File: src/rtl/axiom_apb_completer_regbank.sv
// APB4 completer with a bank of NUM_REGS 32-bit registers.
// Register 0 is a read-only ID word. Registers 1..NUM_REGS-1 are read/write
// with byte strobes. Every transfer takes WAIT_STATES+1 ACCESS cycles.
// All bus outputs are registered.
module axiom_apb_completer_regbank #(
   parameter int          ADDR_WIDTH  = 32,
   parameter int          DATA_WIDTH  = 32,
   parameter int          NUM_REGS    = 16,
   parameter int          WAIT_STATES = 0,
   parameter logic [31:0] ID_VALUE    = 32'hA0B0_0001
) (
   input  logic                           pclk,
   input  logic                           presetn,
   input  logic                           psel,
   input  logic                           penable,
   input  logic [ADDR_WIDTH-1:0]          paddr,
   input  logic                           pwrite,
   input  logic [DATA_WIDTH/8-1:0]        pstrb,
   input  logic [2:0]                     pprot,
   input  logic [DATA_WIDTH-1:0]          pwdata,
   output logic [DATA_WIDTH-1:0]          prdata,
   output logic                           pready,
   output logic                           pslverr,
   output logic [NUM_REGS*DATA_WIDTH-1:0] regs_q,
   output logic [NUM_REGS-1:0]            wr_pulse
);

   localparam int NB = DATA_WIDTH / 8;

   localparam logic [0:0] S_IDLE   = 1'b0;
   localparam logic [0:0] S_ACCESS = 1'b1;

   logic [0:0]            state;
   logic [3:0]            wcnt;
   logic [DATA_WIDTH-1:0] regs [NUM_REGS];

   // Decode of the live bus, used only on the setup edge.
   logic [7:0]            idx_live;
   logic                  err_live;
   logic [DATA_WIDTH-1:0] rd_live;

   // Transfer attributes captured on the setup edge.
   logic [7:0]            idx_q;
   logic                  wr_q;
   logic                  err_q;
   logic [NB-1:0]         strb_q;
   logic [DATA_WIDTH-1:0] wdata_q;
   logic [DATA_WIDTH-1:0] rd_q;

   logic                  setup;
   logic                  commit;

   // Only pprot[0] (privileged) matters to this block.
   logic                  unused_prot;
   assign unused_prot = ^pprot[2:1];

   assign idx_live = paddr[9:2];
   assign err_live = (paddr[1:0] != 2'b00)
                   || (int'(idx_live) >= NUM_REGS)
                   || (paddr[ADDR_WIDTH-1:10] != '0)
                   || (pwrite && (idx_live == 8'd0))
                   || (pwrite && !pprot[0]);

   assign setup  = (state == S_IDLE) && psel && !penable;
   assign commit = (state == S_ACCESS) && pready && wr_q && !err_q;

   // Read mux over the bank; reg 0 always returns the ID word.
   always_comb begin
      rd_live = '0;
      for (int i = 0; i < NUM_REGS; i++) begin
         if (int'(idx_live) == i) begin
            rd_live = (i == 0) ? ID_VALUE : regs[i];
         end
      end
   end

   // Capture address/data/decode at the setup edge; no reset needed.
   always_ff @(posedge pclk) begin
      if (setup) begin
         idx_q   <= idx_live;
         wr_q    <= pwrite;
         err_q   <= err_live;
         strb_q  <= pstrb;
         wdata_q <= pwdata;
         rd_q    <= (err_live || pwrite) ? '0 : rd_live;
      end
   end

   // Transfer FSM, wait counter and registered response.
   always_ff @(posedge pclk) begin
      if (!presetn) begin
         state   <= S_IDLE;
         wcnt    <= '0;
         pready  <= 1'b0;
         pslverr <= 1'b0;
         prdata  <= '0;
      end else begin
         pready  <= 1'b0;
         pslverr <= 1'b0;
         prdata  <= '0;
         if (setup) begin
            state <= S_ACCESS;
            wcnt  <= 4'(WAIT_STATES);
            if (WAIT_STATES == 0) begin
               pready  <= 1'b1;
               pslverr <= err_live;
               prdata  <= (err_live || pwrite) ? '0 : rd_live;
            end
         end else if (state == S_ACCESS) begin
            if (pready) begin
               state <= S_IDLE;
            end else if (!psel) begin
               // Master abandoned the transfer: no response, no write.
               state <= S_IDLE;
            end else begin
               wcnt <= wcnt - 4'd1;
               if (wcnt == 4'd1) begin
                  pready  <= 1'b1;
                  pslverr <= err_q;
                  prdata  <= rd_q;
               end
            end
         end
      end
   end

   // Register bank update on the completion edge, with byte-lane strobes.
   always_ff @(posedge pclk) begin
      if (!presetn) begin
         for (int i = 0; i < NUM_REGS; i++) begin
            regs[i] <= '0;
         end
         wr_pulse <= '0;
      end else begin
         wr_pulse <= '0;
         if (commit) begin
            for (int i = 1; i < NUM_REGS; i++) begin
               if (int'(idx_q) == i) begin
                  wr_pulse[i] <= 1'b1;
                  for (int b = 0; b < NB; b++) begin
                     if (strb_q[b]) begin
                        regs[i][8*b +: 8] <= wdata_q[8*b +: 8];
                     end
                  end
               end
            end
         end
      end
   end

   // Flat export of the bank to SoC logic.
   for (genvar g = 0; g < NUM_REGS; g++) begin : g_export
      if (g == 0) begin : g_id
         assign regs_q[DATA_WIDTH*g +: DATA_WIDTH] = ID_VALUE;
      end else begin : g_rw
         assign regs_q[DATA_WIDTH*g +: DATA_WIDTH] = regs[g];
      end
   end

endmodule

File: config.mk
export PLATFORM = sky130hd
export DESIGN_NAME = axiom_apb_completer_regbank
export DESIGN_NICKNAME = d
export VERILOG_FILES = /design/src/rtl/axiom_apb_completer_regbank.sv
export SDC_FILE = /design/constraint.sdc
export NUM_CORES = 1
export LEC_CHECK = 0
export CAP_MARGIN = 20
export CORE_AREA = 2 2 245 247
export DETAILED_ROUTE_END_ITERATION = 6
export DIE_AREA = 0 0 247 249
export PLACE_DENSITY = 0.73
export SETUP_SLACK_MARGIN = 0.05
export SYNTH_ARGS = -nofsm -noshare
export SYNTH_HDL_FRONTEND = slang
export SYNTH_SLANG_ARGS = --single-unit
File: constraint.sdc
create_clock -name pclk -period 12.5 [get_ports pclk]
set_input_delay 2.5 -clock pclk [delete_from_list [all_inputs] [get_ports pclk]]
set_output_delay 2.5 -clock pclk [all_outputs]
set_load 0.1 [all_outputs]
==> reports/results.ini, run 1 <==
[outcome]
outcome=completed

[clock_network]
cts_max_path_buffers=3
cts_root_buffer=clkbuf_16
cts_tree=built
postCtsSetupBuffers=0
clock_latency_ns=0.61
htreeDepth=3
clk_pin_slew_ns=0.06
cts.sinks=612
cts_buffers=66
hold_buffers=0
cts-resized-gates=0

[drt]
drt_first_pass_iters=6
avgViaCountPerCell=6.189
wl_um=113100
drt_iter0_markers=3047
routedWlPerCell_um=32.23
ant_nets=0
drc=0
num_vias=21725

[layout]
final_cells=3510
fin_nets=2765
final_core_util_pct=59.12
final_common_cell=clkdlybuf4s50_1
most-common-layout-cells=598 x clkdlybuf4s50_1, 558 x edfxtp_1, 412 x nor2_1, 192 x nand2_1, 83 x a21oi_1
drive_gt1_share_pct=7.096
syn_to_final_growth_pct=33.75

[synth]
synth_top_family_by_area=simple AND/OR/NAND/NOR gates
synth_edf_count=558
yosys_warnings=0
ys_ff_latch=612
async_reset_ff_share_pct=0
ys_types=74
synthCells=2092
ys.flop_type=edfxtp_1
syn_area_per_cell_um2=12.40
ys_seq_area_share_pct=68.76
synthMuxAreaShare_pct=4.688
synthXorXnorAreaFrac_pct=0.1013
synth_area_um2=25940
synth_fa_ha_area_share_pct=0.09646
synth-compound-area-share_pct=10.15
synth_simple_gate_area_share_pct=12.68

[timing]
setup_viol=0
clock-skew-final_ns=0.02609
max_freq_mhz=174.5
final_hold_viol_count=0
slew_violations=0
layout_setup_ws_ns=6.769
min_period_ns=5.731
grt_setup_unrepaired=no
tns_ns=0
worst_pin_slew_ns=1.258
maxSlewHeadroom_pct=15.56
fin_crit_sh_pct=45.85

[critical_path]
cpPeakStageDelay_ns=0.98
slowest_stage=o311ai_0
critPathCaptureType=register
crit_path_cell_trace=buf_2 -> buf_4 -> nor2b_1 -> nand2_1 -> buf_4 -> o21ai_0 -> a211o_1 -> o311ai_0 -> o21ai_0
worst-path-stages=9
cp_top_family=compound AO/OA/AOI/OAI gates
cp_data_arrival_time_ns=6.15
startpoint_type=input pin
cp_max_fo=27
crit_required_ns=12.92
path_buf_inv=3
r2r_cells=6
critical_path_class=input pin to register

[worst_hold_path]
holdPathStages=2
hold_path.class=register to register

[grt]
grt_start_max_net_pins=125
grt_antenna_before_repair=2
overflow=0
track_usage_pct=35.91
grt_pass1_wl_um=155300
grt_pass1_vias=20731

[floorplan]
core_area_um2=58690
dieArea_um2=61500
initial_core_util_pct=44.21
fp.dieW_um=247
dieHeight_um=249
rows=89
ios=638

[pwr]
leakagePower_nw=12.39
ir_drop_mv=0.1006
power.density_nw_per_um2=149.8
finalPower_w=0.005196

[placed_design]
io_buffers=602
hpwlAfterDp_um=82650
preCtsSetupSlack_ns=6.416
gp_congestion=0.9590
dp.cells=3385

[flow_run]
cap_violations=0

-- cells in the mapped netlist, types with 13 or more instances --
| cell | instances | area share [%] |
|---|---|---|
| edfxtp_1 | 558 | 65 |
| nor2_1 | 415 | 6.0 |
| nand2_1 | 192 | 2.8 |
| o21ai_0 | 99 | 1.9 |
| a21oi_1 | 83 | 1.6 |
| mux2i_1 | 81 | 3.1 |
| clkbuf_1 | 68 | 0.98 |
| dfxtp_1 | 54 | 4.2 |
| inv_1 | 39 | 0.56 |
| nand3_1 | 38 | 0.73 |
| buf_4 | 34 | 0.98 |
| buf_2 | 33 | 0.64 |
| mux2_2 | 32 | 1.4 |
| a22oi_1 | 30 | 0.87 |
| o22ai_1 | 28 | 0.68 |
| and2_1 | 18 | 0.43 |
| nor3_1 | 18 | 0.35 |
| nor4_1 | 16 | 0.39 |
| and3_1 | 15 | 0.36 |
| o32ai_1 | 14 | 0.47 |
| buf_1 | 13 | 0.19 |
-- flip-flops by register name, summed over array words and instances (netlist names) --
name and count:
idx_q 8, pslverr 1, prdata 32, wr_q 1, regs 480, pready 1
wdata_q 32, strb_q 4, state 1, err_q 1, rd_q 32, wr_pulse 15
wcnt 4
-- cells by family after synthesis --
kind of cell,count (synthesis)
simple gates,770
flops,612
compound gates,397
buf+inv,191
mux,115
xor+xnor,3
fa+ha+maj,2
other cells,2
-- area by class of cell --
cell class	count	area (um2)
Sequential cell	612	17840
Clock inverter	32	267.8
Antenna cell	3	7.507
Timing Repair Buffer	647	6387
Multi-Input combinational cell	1320	7343
Tap cell	773	967.2
Fill cell	4705	23990
Clock buffer	83	1737
Inverter	40	150.1
-- worst paths after layout --
path	start	end	slack, ns
worst max-delay path	paddr[4]	prdata[23]	6.77
worst min-delay path	rd_q[8]	prdata[8]	0.45
worst max register to register	idx_q[5]	regs[0][129]	9.08
worst min register to register	rd_q[8]	prdata[8]	0.45
-- per-stage QoR --
stage | instance area [um2] | hold slack, ns
finish | 34700 | 0.4461
global route | 34690 | 0.4701
CTS | 34630 | 0.4427
detailed placement | 32630 | 0.4293
global placement | 32590 | 0.4298
floorplan | 26060 | 0.4176
-- worst reg2reg max path, delay by kind of cell (launching register included) --
family	cells	cell delay [ns]
simple gates	6	2.70
flops	1	0.38
-- power breakdown --
| group | internal (W) | switching, W | total (W) | leakage (nW) |
|---|---|---|---|---|
| logic | 0.000180 | 0.000762 | 0.000942 | 5.29 |
| registers | 0.00232 | 0.0000612 | 0.00238 | 6.14 |
| clock network | 0.00107 | 0.000810 | 0.00188 | 0.972 |
| total | 0.00356 | 0.00163 | 0.00520 | 12.4 |
-- routing by layer --
metal  vias to the layer above  routed length (um)  part of all wire [%]  track usage [%]
li1                       8860                   -                     -                -
met1                     10689               41070                    36            47.89
met2                      1892               50440                    45            54.25
met3                       284               15900                    14            10.75
met4                         0                5705                   5.0            15.82
met5                         -                   0                     0                0
Power figures use the tool's default switching activity.
==> run 2: changes to the inputs <==
- CORE_AREA: 2 2 245 247 -> 2 2 251 253
- DIE_AREA: 0 0 247 249 -> 0 0 253 255
- PLACE_DENSITY: 0.73 -> 0.72
- clock period: 12.5 -> 4.7 ns (I/O delays scaled with it)
==> run 2 against run 1 <==
Effect of this change:
- routed wire length down 0.48%
- core utilization shrank 2.9 points
- worst hold slack improved by 0.0044 ns
- clock skew decreased by 0.0047 ns
- global-route usage shrank 2.0 points
- final cell count grew 1.4%
- worst setup slack lost 5.6 ns
- register-to-register slack worse by 7.7 ns
- clock-buffer cell count shrank 8
- sequential power rose to 2.7 times the previous value
- combinational power rose to 2.7 times the previous value
- critical path type unchanged
==> reports/results.ini, run 2 (same netlist as run 1, synthesis figures left out) <==
[layout]
largest_reg_flops=480  ; unchanged
multiInputGateArea_um2=7342  ; was 7343 um2
drive_gt1_share_pct=8.119  ; was 7.096%
final_common_cell=clkdlybuf4s50_1  ; unchanged
nFillCells=5150  ; was 4705
regMostFlops=regs  ; unchanged
fin_area_um2=34970  ; was 34700 um2
most-common-layout-cells=598 x clkdlybuf4s50_1, 558 x edfxtp_1, 413 x nor2_1, 192 x nand2_1, 83 x a21oi_1  ; was 598 x clkdlybuf4s50_1, 558 x edfxtp_1, 412 x nor2_1, 192 x nand2_1, 83 x a21oi_1
ff_latch_area_um2=17840  ; unchanged
fin_nets=2787  ; was 2765
syn_to_final_growth_pct=34.79  ; was 33.75%

[clock_network]
cts_buffers=60  ; was 66
cts.sinks=612  ; unchanged
clock_latency_ns=0.63  ; was 0.61 ns
clk_pin_slew_ns=0.06  ; about the same
cts-resized-gates=0  ; unchanged
hold_buffers=0  ; unchanged
cts_max_path_buffers=3  ; unchanged
htreeDepth=2  ; was 3
postCtsSetupBuffers=0  ; unchanged
cts_root_buffer=clkbuf_16  ; unchanged
cts_tree=built  ; unchanged

[timing]
worst_pin_slew_ns=1.179  ; was 1.258 ns
grt_setup_unrepaired=no  ; unchanged
min_period_ns=3.523
tns_ns=0  ; unchanged
max_freq_mhz=283.8
setup_viol=0  ; unchanged
final_hold_viol_count=0  ; unchanged
fin_crit_sh_pct=74.96
maxSlewHeadroom_pct=21.24  ; was 15.56%
slew_violations=0  ; unchanged
clock-skew-final_ns=0.02144  ; was 0.02609 ns

[critical_path]
critPathCaptureType=register  ; unchanged
cp_data_arrival_time_ns=3.92  ; was 6.15 ns
cp_max_fo=30  ; was 27
crit_required_ns=5.09  ; was 12.92 ns
critical_path_class=input pin to register  ; unchanged
slowest_stage=or4_4  ; was o311ai_0
startpoint_type=input pin  ; unchanged
crit_path_cell_trace=clkdlybuf4s50_1 -> or4_4 -> nor2_2 -> o21ai_0 -> a22oi_1 -> o21ai_1 -> and2_1  ; was buf_2 -> buf_4 -> nor2b_1 -> nand2_1 -> buf_4 -> o21ai_0 -> a211o_1 -> o311ai_0 -> o21ai_0
cpPeakStageDelay_ns=0.83  ; was 0.98 ns

[grt]
track_usage_pct=33.95  ; was 35.91%
grt_antenna_before_repair=3  ; was 2
grt_pass1_wl_um=153800  ; was 155300 um
grt_pass1_vias=20309  ; was 20731
grt_start_max_net_pins=80  ; was 125
overflow=0  ; unchanged

[placed_design]
gp_congestion=0.9635  ; was 0.9590
io_buffers=602  ; unchanged
dpl_cell_area_um2=32890  ; was 32630 um2
hpwlAfterDp_um=84860  ; was 82650 um

[floorplan]
dieArea_um2=64520  ; was 61500 um2
dieHeight_um=255  ; was 249 um
initial_core_util_pct=41.74  ; was 44.21%
ios=638  ; unchanged
core_area_um2=62160  ; was 58690 um2
rows=92  ; was 89
fp.dieW_um=253  ; was 247 um

[drt]
drt_iter0_markers=3427  ; was 3047
drc=0  ; unchanged
drt_first_pass_iters=6  ; unchanged
ant_nets=0  ; unchanged
wl_um=112600  ; was 113100 um
num_vias=21715  ; was 21725
avgViaCountPerCell=6.101  ; was 6.189
routedWlPerCell_um=31.63  ; was 32.23 um

[worst_hold_path]
hold_path.class=register to register  ; unchanged

[pwr]
ir_drop_mv=0.3079  ; was 0.1006 mV
power.density_nw_per_um2=397.1  ; was 149.8 nW/um2
leakagePower_nw=12.55  ; was 12.39 nW

[flow_run]
cap_violations=0  ; unchanged

[outcome]
outcome=completed  ; unchanged

[run 2: cell types whose count changed in the layout (fill, tap and decap cells not counted), moves of 3 or more]
cell | before | now
clkbuf_8 | 2 | 6
bufinv_16 | 4 | 9
clkbuf_16 | 67 | 61
buf_4 | 42 | 73
o21ai_1 | 19 | 23
clkbuf_1 | 16 | 9
o21ai_0 | 82 | 78
buf_6 | 3 | 0
[run 2: area by class of cell]
| type | count | area share [%] |
|---|---|---|
| antenna | 1 | 0.007156 |
| tap | 799 | 2.859 |
| multi-input combinational | 1320 | 21.00 |
| sequential | 612 | 51.01 |
| timing repair buffer | 675 | 18.85 |
| clock inverter | 37 | 1.188 |
| clock buffer | 75 | 4.659 |
| inverter | 40 | 0.4294 |
[run 2: worst paths after layout]
kind | startpoint | end | cells after the start | slack [ns]
worst max register to register | idx_q[5] | regs[1][41] | 6 | 1.35
worst min-delay path | rd_q[11] | prdata[11] | 2 | 0.45
worst max-delay path | paddr[9] | rd_q[9] | 7 | 1.18
worst min register to register | rd_q[11] | prdata[11] | 2 | 0.45
[run 2: report_power, final]
part	total [W]	internal, W	leakage (nW)	switching [W]
Clock	0.00505	0.00294	0.997	0.00211
Sequential	0.00632	0.00616	6.14	0.000168
Combinational	0.00251	0.000485	5.42	0.00202
Total	0.0139	0.00958	12.6	0.00430
[run 2: routing by layer]
metal  wire, um  vias up  track usage, %
met5          8        -               0
li1           -     8900               -
met1      41120    10561           46.37
met3      15860      303           8.787
met2      49490     1949           51.34
met4       6088        2           14.91
[run 2: critical path, delay by kind of cell]
kind	cells	cell delay, ns
AOI/OAI and AO/OA	3	0.88
and+or+nand+nor	3	1.57
buffers and inverters	1	0.49
[run 2: per-stage QoR]
step	utilization, %	std cells	worst slack, ns	hold slack [ns]	total power [W]
floorplan	-	2123	0.7918	0.4176	0.008173
global route	56.26	3559	1.115	0.4670	0.01415
CTS	56.20	3554	1.223	0.4507	0.01386
detailed placement	52.91	3442	0.5659	0.4347	0.008912
finish	56.26	3559	1.177	0.4505	0.01389
global placement	52.91	3442	0.5964	0.4303	0.008894
